$ cat config.mk
export PLATFORM = sky130hd
export DESIGN_NAME = icache_refill_ctrl
export DESIGN_NICKNAME = d
export VERILOG_FILES = /design/src/rtl/icache_refill_ctrl.sv
export SDC_FILE = /design/constraint.sdc
export NUM_CORES = 1
export LEC_CHECK = 0
export BUFFER_PORTS_ARGS = -buffer_cell sky130_fd_sc_hd__buf_2
export CAP_MARGIN = 20
export CORE_MARGIN = 8
export CORE_UTILIZATION = 58
export DETAILED_ROUTE_END_ITERATION = 8
export PLACE_DENSITY = 0.74
export SLEW_MARGIN = 20
export SYNTH_ARGS = -nofsm -noshare
export SYNTH_HDL_FRONTEND = slang
export SYNTH_SLANG_ARGS = --single-unit
$ cat constraint.sdc
create_clock -name clock -period 4.2 [get_ports clock]
set_input_delay 0.63 -clock clock [delete_from_list [all_inputs] [get_ports clock]]
set_output_delay 0.63 -clock clock [all_outputs]
set_load 0.1 [all_outputs]
$ cat src/rtl/icache_refill_ctrl.sv
// Direct-mapped instruction cache refill controller.
// A request is accepted in IDLE and looked up one cycle later. A miss fetches
// the whole line from backing memory in ascending word order, then returns
// the requested word. Flushes arriving mid-refill are deferred until the
// pending response has been delivered.
module icache_refill_ctrl #(
    parameter int LINES = 8,
    parameter int WORDS = 4
) (
    input  logic        clock,
    input  logic        reset,
    input  logic        fetch_req,
    input  logic [31:0] fetch_addr,
    output logic        fetch_ready,
    output logic        fetch_valid,
    output logic [31:0] fetch_instr,
    input  logic        flush,
    output logic        mem_req,
    output logic [31:0] mem_addr,
    input  logic        mem_ack,
    input  logic        mem_rvalid,
    input  logic [31:0] mem_rdata
);
    localparam int OW = $clog2(WORDS);
    localparam int IW = $clog2(LINES);
    localparam int TW = 30 - OW - IW;
    localparam logic [OW-1:0] LAST_BEAT = OW'(WORDS - 1);

    typedef enum logic [2:0] {IDLE, LOOKUP, MISS_REQ, REFILL, RESPOND} state_t;

    state_t           state;
    logic [31:2]      req_addr;
    logic [LINES-1:0] valid;
    logic [TW-1:0]    tag_arr  [LINES];
    logic [31:0]      data_arr [LINES*WORDS];
    logic [OW-1:0]    beat_cnt;
    logic             flush_pend;

    logic [OW-1:0]    req_off;
    logic [IW-1:0]    req_idx;
    logic [TW-1:0]    req_tag;
    logic [31:0]      line_addr;
    logic             hit;
    logic             lookup_hit;
    logic             last_beat;
    logic [31:0]      rd_word;
    logic             unused_addr_bits;

    // Byte-lane bits of the fetch address carry no information for a word fetch.
    assign unused_addr_bits = ^fetch_addr[1:0];

    assign req_off   = req_addr[OW+1:2];
    assign req_idx   = req_addr[OW+IW+1:OW+2];
    assign req_tag   = req_addr[31:OW+IW+2];
    assign line_addr = {req_addr[31:OW+2], {(OW+2){1'b0}}};
    assign hit       = valid[req_idx] && (tag_arr[req_idx] == req_tag);
    assign rd_word   = data_arr[{req_idx, req_off}];
    assign last_beat = mem_rvalid && (beat_cnt == LAST_BEAT);

    // A flush in IDLE takes priority over a new request, so hold off acceptance.
    assign fetch_ready = (state == IDLE) && !flush;
    // A flush in LOOKUP turns a would-be hit into a miss.
    assign lookup_hit  = (state == LOOKUP) && hit && !flush;
    assign fetch_valid = lookup_hit || (state == RESPOND);
    // Drive zero when idle so the bus never shows uninitialised array contents.
    assign fetch_instr = fetch_valid ? rd_word : 32'd0;
    assign mem_req     = (state == MISS_REQ);

    // Control FSM: request latch, valid bits, refill beat counter, deferred flush.
    always_ff @(posedge clock) begin
        if (reset) begin
            state      <= IDLE;
            req_addr   <= '0;
            valid      <= '0;
            beat_cnt   <= '0;
            flush_pend <= 1'b0;
            mem_addr   <= '0;
        end else begin
            case (state)
                IDLE: begin
                    if (flush) begin
                        valid <= '0;
                    end else if (fetch_req) begin
                        req_addr <= fetch_addr[31:2];
                        state    <= LOOKUP;
                    end
                end
                LOOKUP: begin
                    if (flush) begin
                        valid    <= '0;
                        mem_addr <= line_addr;
                        state    <= MISS_REQ;
                    end else if (hit) begin
                        state <= IDLE;
                    end else begin
                        mem_addr <= line_addr;
                        state    <= MISS_REQ;
                    end
                end
                MISS_REQ: begin
                    if (flush) begin
                        flush_pend <= 1'b1;
                    end
                    if (mem_ack) begin
                        // The line is about to be overwritten word by word;
                        // keep it invalid until the final beat lands.
                        valid[req_idx] <= 1'b0;
                        beat_cnt       <= '0;
                        state          <= REFILL;
                    end
                end
                REFILL: begin
                    if (flush) begin
                        flush_pend <= 1'b1;
                    end
                    if (mem_rvalid) begin
                        beat_cnt <= beat_cnt + OW'(1);
                    end
                    if (last_beat) begin
                        valid[req_idx] <= 1'b1;
                        state          <= RESPOND;
                    end
                end
                RESPOND: begin
                    if (flush || flush_pend) begin
                        valid <= '0;
                    end
                    flush_pend <= 1'b0;
                    state      <= IDLE;
                end
                default: begin
                    state <= IDLE;
                end
            endcase
        end
    end

    // Tag and data storage: written only by refill beats, never reset.
    always_ff @(posedge clock) begin
        if ((state == REFILL) && mem_rvalid) begin
            data_arr[{req_idx, beat_cnt}] <= mem_rdata;
            if (beat_cnt == LAST_BEAT) begin
                tag_arr[req_idx] <= req_tag;
            end
        end
    end

endmodule

==> impl_metrics.toml, run 1 <==
[status]
status = "complete, but fails checks"
violations = "negative setup slack"

[critical_path]
worstPathArrival_ns = 4.11
crit_path_end_kind = "output pin"
r2r_cells = 11
cp.required_ns = 3.57
crit_top_cell = "buf_12"
crit_buf_inv = 4
critPathLaunchType = "flip-flop"
cp_top_family = "simple AND/OR/NAND/NOR gates"
cp_slowest_stage_delay_ns = 0.49
cp_slowest_cell = "dfxtp_4"
critical_path_depth = 12
reg2reg_to = "state[1]"
crit_path_end = "fetch_instr[16]"
crit_type = "flip-flop to output pin"
r2r_slack_ns = 0.69
path_cells = "buf_6 > mux4_2 > mux2i_1 > xor2_1 > nand3_1 > or4_4 > nor4_4 > buf_4 > a21oi_4 > buf_12 > nor2_2 > buf_12"
critPathMaxFanout = 21

[floorplan]
core-area_um2 = 86300
die-area_um2 = 96300
die_y_um = 310
io_pins = 137
row_count = 108
initial_utilization = 0.582
die_x_um = 310

[yosys]
syn_avg_cell_area_um2 = 21.7
ys_seq_area_frac = 0.762
synth.most_common_cell = "edfxtp_1"
yosys_warnings = 0
synth-edff-count = 1224
syn-cell-area_um2 = 50200
ys_ff_latch = 1301
synth.area.top_cells = "edfxtp_1 (73%), mux4_2 (16%), dfxtp_1 (3.1%)"
synth_top_flop_cell = "edfxtp_1"
yosys.area.top_type_share = 0.732
synth.largest_area_cell = "edfxtp_1"
syn_inst = 2315
synthTopCellsByCount = "edfxtp_1 (1224), mux4_2 (350), clkbuf_1 (82)"
async_flop_share = 0
synth_cell_type_count = 57

[timing]
rsz0062_at_grt = "yes"
fin_ws_ns = -0.536
finalCritPeriodShare = 1.13
relSlewSlack = 0.307
fin_crit_ns = 4.74
whs_ns = 0.163
hold_viol = 0
slew_violations = 0
fmax_ghz = 0.211
skew_ns = 0.0520
final-setup-viol-count = 33
tightest_slew_ns = 1.04

[clocking]
cts_buffers = 120
cts_tree = "done"
clockBufferDepth = 3
cts.sinks = 1301
cts-root-buf = "clkbuf_16"
clock_latency_ns = 0.71
h-tree-depth = 3
clkTransAtPathRegs_ns = 0.06
holdBufCountCts = 0

[power]
p_per_area_nw_per_um2 = 451
finalPower_uw = 26200
ir_drop_mv = 0.418
p_leak_uw = 0.0178

[placed_design]
routabilityCongestion = 0.807
dpl.hpwl_um = 63700
dp.cells = 3568
portBuffers = 130

[global_route]
grt-ovfl-total = 0
antenna_found_initial = 9
gr-usage-all-layers = 0.248
grt_first_pass_wirelength_um = 172000
first_global_vias = 25700
grt_max_degree = 75

[layout]
syn_to_final_growth_pct = 15.6
nNetsFinal = 2637
drive_gt1_frac = 0.331
stdcell_count = 3821
nFillCells = 5136

[route]
vias = 24800
routed_wl_um = 119000
drc_errors = 0
drt_iter0_drc = 3327
wire_per_inst_um = 31.1
drtAntennaViolNets = 0
dr.pass1.iters = 5
vias_per_cell = 6.48

[min_path]
hp-class = "primary input to flip-flop"

[run]
cap_violations = 0
routing by layer:
layer	wire length [µm]	track usage
met5	13	0
met4	3210	0.0797
met3	9700	0.0419
met2	62200	0.427
met1	43800	0.328
flip-flops by register name, summed over array words and instances, names as in the netlist, named ones only:
| signal | flops |
|---|---|
| beat_cnt | 2 |
| data_arr | 1024 |
| flush_pend | 1 |
| mem_addr | 28 |
| req_addr | 30 |
| state | 3 |
| tag_arr | 200 |
| valid | 8 |
worst min-delay path by stage:
stage,startpoint,end,slack [ns],cells after the start
after floorplan,req_addr[2],flip-flop,0.44,2
after global placement,req_addr[2],flip-flop,0.44,2
after detailed placement,req_addr[3],flip-flop,0.44,2
after CTS,fetch_addr[16],req_addr[16],0.14,3
after global routing,fetch_addr[27],req_addr[27],0.17,3
final,fetch_addr[27],req_addr[27],0.16,3
through the flow:
step / instance area (µm²) / worst slack, ns / setup TNS [ns] / utilization
after floorplan: 50200 / -0.116 / -0.349 / -
after global placement: 53700 / 0.0384 / 0 / 0.622
after detailed placement: 53700 / 0.0391 / 0 / 0.622
after CTS: 58000 / -0.484 / -14.32 / 0.671
after global routing: 58100 / -0.647 / -19.60 / 0.673
final: 58100 / -0.536 / -15.30 / 0.673
repair_timing:
item                       CTS  global route
resized for setup           37            11
buffers inserted            23             4
setup endpoints to repair   33            33
cloned                       1             0
pin swaps                    4             3
kinds of logic (layout without fill, tap and decap cells):
family                     after synthesis  count (layout)  synth area share
other                                    1               7         0.0000747
buffers and inverters                  143             488            0.0131
DFF                                   1301            1301             0.762
AOI/OAI and AO/OA                      122             122            0.0143
muxes                                  441             441             0.176
and+or+nand+nor                        286             286            0.0304
xor gates and xnor gates                17              17           0.00296
adders and majority gates                4               4          0.000997
worst min-delay path: cells and delay by family:
family / cells / cell delay (ns)
simple gates: 1 / 0.05
compound gates: 1 / 0.05
buf+inv: 1 / 0.09
final cells by class:
class | instances | area (µm²) | area share
clock buffer | 147 | 3110 | 0.0536
antenna | 3 | 7.51 | 0.000129
clock inverter | 75 | 791 | 0.0136
timing repair buffer | 258 | 2700 | 0.0464
sequential | 1301 | 38300 | 0.660
inverter | 8 | 30.0 | 0.000517
multi-input combinational | 874 | 11700 | 0.201
tap | 1155 | 1450 | 0.0249
layout by cell type (no fill, tap or decap), types with 7 or more instances in the layout:
master and count:
edfxtp_1 1224, mux4_2 350, clkbuf_16 120, buf_2 97, buf_4 80, nand2_1 75
buf_12 75, dfxtp_1 72, mux2i_1 69, nor2_4 50, a21oi_1 43, nand2b_1 31
clkinv_1 31, o21ai_0 28, nand4b_1 28, clkbuf_1 26, nor2_2 22, nor2_1 21
mux2_2 18, clkinv_2 16, xor2_1 14, bufinv_16 14, nand4_1 10, o21ai_1 10
a22oi_1 9, o22ai_1 9, a21o_1 8, nand3_1 7, inv_1 7, nor2b_1 7
report_power, final:
group / internal (µW) / switching, µW / leakage [µW]
clock: 6130 / 4690 / 0.00188
combinational: 483 / 636 / 0.00437
sequential: 14200 / 61.7 / 0.0116
No activity file was read; power rests on OpenSTA's default activity.
==> run 2, diff against run 1 <==
SETUP_SLACK_MARGIN = 0.15   (was unset)
==> run 2 against run 1 <==
The flow still finishes with violations (negative setup slack). Flip-flop and latch count is the same. Largest cell class unchanged. Count of clock-buffer cells in the layout rose by 22. Highest routed layer is now met4. Power is 3.3% higher. Final cell count is 0.73% higher. Largest power group unchanged. Die area stayed put. Critical endpoint is now fetch_instr[2].
==> impl_metrics.toml, run 2 (synthesis results as in run 1) <==
[power]
seqPwrFrac = 0.526
p_clk_frac = 0.431
ir_drop_mv = 0.390
p_leak_uw = 0.0182
p_int_uw = 21500
swShare = 0.204
p_per_area_nw_per_um2 = 460
power.switching_uw = 5530
combPwrFrac = 0.042

[clocking]
clkTransAtPathRegs_ns = 0.06
holdBufCountCts = 0
clockBufferDepth = 3
cts.sinks = 1301
cts_buffers = 130
clock_latency_ns = 0.73
cts_tree = "done"
h-tree-depth = 4
cts-root-buf = "clkbuf_16"

[placed_design]
dpl.hpwl_um = 63700
routabilityCongestion = 0.823
portBuffers = 130
placed_area_um2 = 53700

[layout]
postLayoutCellArea_um2 = 58800
final_common_cell = "edfxtp_1"
largest_reg_flops = 1024
nNetsFinal = 2659
final_cell_mix = "edfxtp_1 (1224), mux4_2 (350), clkbuf_16 (138)"
regMostFlops = "data_arr"
syn_to_final_growth_pct = 17.0
largestRegisters = "data_arr x1024, tag_arr x200, req_addr x30"
drive_gt1_frac = 0.344

[route]
drt_iter0_drc = 3275
drc_errors = 0
drtAntennaViolNets = 0
vias_per_cell = 6.42
vias = 24700
dr.pass1.iters = 6
wire_per_inst_um = 30.7
routed_wl_um = 118000

[floorplan]
io_pins = 137
die-area_um2 = 96300
initial_utilization = 0.582
die_x_um = 310
die_y_um = 310
row_count = 108
core-area_um2 = 86300

[timing]
fin_crit_ns = 4.54
fin_ws_ns = -0.342
finalCritPeriodShare = 1.08
tightest_slew_ns = 1.05
fmax_ghz = 0.220
rsz0062_at_grt = "yes"
setup-tns-final_ns = -9.17
hold_viol = 0
relSlewSlack = 0.299
slew_violations = 0
skew_ns = 0.0262
final-setup-viol-count = 33

[critical_path]
cp_slowest_stage_delay_ns = 0.50
path_cells = "buf_12 > buf_12 > mux4_2 > mux2i_2 > xor2_1 > buf_4 > and4_1 > nand4_1 > nor4_4 > a21oi_4 > buf_12 > buf_12 > buf_8 > nor2_4 > buf_12"
crit_top_cell = "buf_12"
cp_slowest_cell = "mux4_2"
crit_type = "flip-flop to output pin"
cp.required_ns = 3.57
critPathLaunchType = "flip-flop"
crit_path_end_kind = "output pin"
critPathMaxFanout = 5
worstPathArrival_ns = 3.91

[global_route]
gr-usage-all-layers = 0.248
antenna_found_initial = 2
grt-ovfl-total = 0
grt_first_pass_wirelength_um = 172000
grt_max_degree = 62
first_global_vias = 25900

[status]
status = "complete, but fails checks"
violations = "negative setup slack"

[min_path]
hp-class = "primary input to flip-flop"

[run]
cap_violations = 0
[run 2: cell types whose count changed in the layout (fill, tap and decap cells not counted), moves of 4 or more]
cell       delta
buf_12        -4
nor2_2       -11
clkinv_1      -7
buf_4         +9
xor2_2        +4
clkbuf_16    +18
nor2_4       +11
clkinv_8      +5
xor2_1        -4
[run 2: power groups by stage]
stage                     registers [µW]  clock network (µW)  logic (µW)
after global routing               14200               12300        1200
after CTS                          14200               11800        1130
after floorplan                    14500                   0         673
after detailed placement           14500                   0        1050
final                              14200               11700        1140
after global placement             14500                   0        1020
[run 2: what timing repair did]
action | CTS | global route
resized for setup | 50 | 20
setup buffers | 32 | 3
pin swaps | 17 | 18
setup endpoints to repair | 33 | 33
gates cloned | 4 | 1
[run 2: metal layers]
metal / wire length [µm] / part of all wire / up-vias / GRT usage
met4: 3220 / 0.027 / 0 / 0.0797
li1: - / - / 10200 / -
met5: 0 / 0 / - / 0
met1: 45300 / 0.38 / 13100 / 0.335
met2: 59300 / 0.50 / 1239 / 0.408
met3: 10300 / 0.088 / 185 / 0.0526
[run 2: critical path: cells and delay by family (launching register included)]
kind                      cells  cell delay [ns]
buffers and inverters         7             1.02
and+or+nand+nor               4             0.81
DFF                           1             0.36
xor gates and xnor gates      1             0.17
muxes                         2             0.69
AOI/OAI and AO/OA             1             0.12
[run 2: final timing paths]
path                   from  cells after the start  slack, ns        endpoint
max               flip-flop                     15      -0.34  fetch_instr[2]
min          fetch_addr[28]                      3       0.15    req_addr[28]
max reg2reg       flip-flop                     11       0.80        state[1]
min reg2reg     req_addr[2]                      2       0.45       flip-flop
[run 2: final cells by class]
| cell class | instances | area, µm² |
|---|---|---|
| Multi-Input combinational cell | 874 | 11800 |
| Sequential cell | 1301 | 38300 |
| Clock inverter | 69 | 737 |
| Inverter | 8 | 42.5 |
| Timing Repair Buffer | 270 | 2840 |
| Tap cell | 1155 | 1450 |
| Fill cell | 5114 | 27600 |
| Clock buffer | 169 | 3590 |
| Antenna cell | 3 | 7.51 |
[run 2: metrics by stage]
| stage | setup WS [ns] | power [µW] | hold WS (ns) | util | cells |
|---|---|---|---|---|---|
| after global routing | -0.525 | 27700 | 0.128 | 0.681 | 3848 |
| after global placement | 0.188 | 15500 | 0.446 | 0.621 | 3568 |
| after floorplan | -0.116 | 15200 | 0.436 | - | 2318 |
| after CTS | -0.350 | 27200 | 0.112 | 0.679 | 3842 |
| after detailed placement | 0.174 | 15600 | 0.447 | 0.621 | 3568 |
| final | -0.342 | 27100 | 0.151 | 0.681 | 3849 |
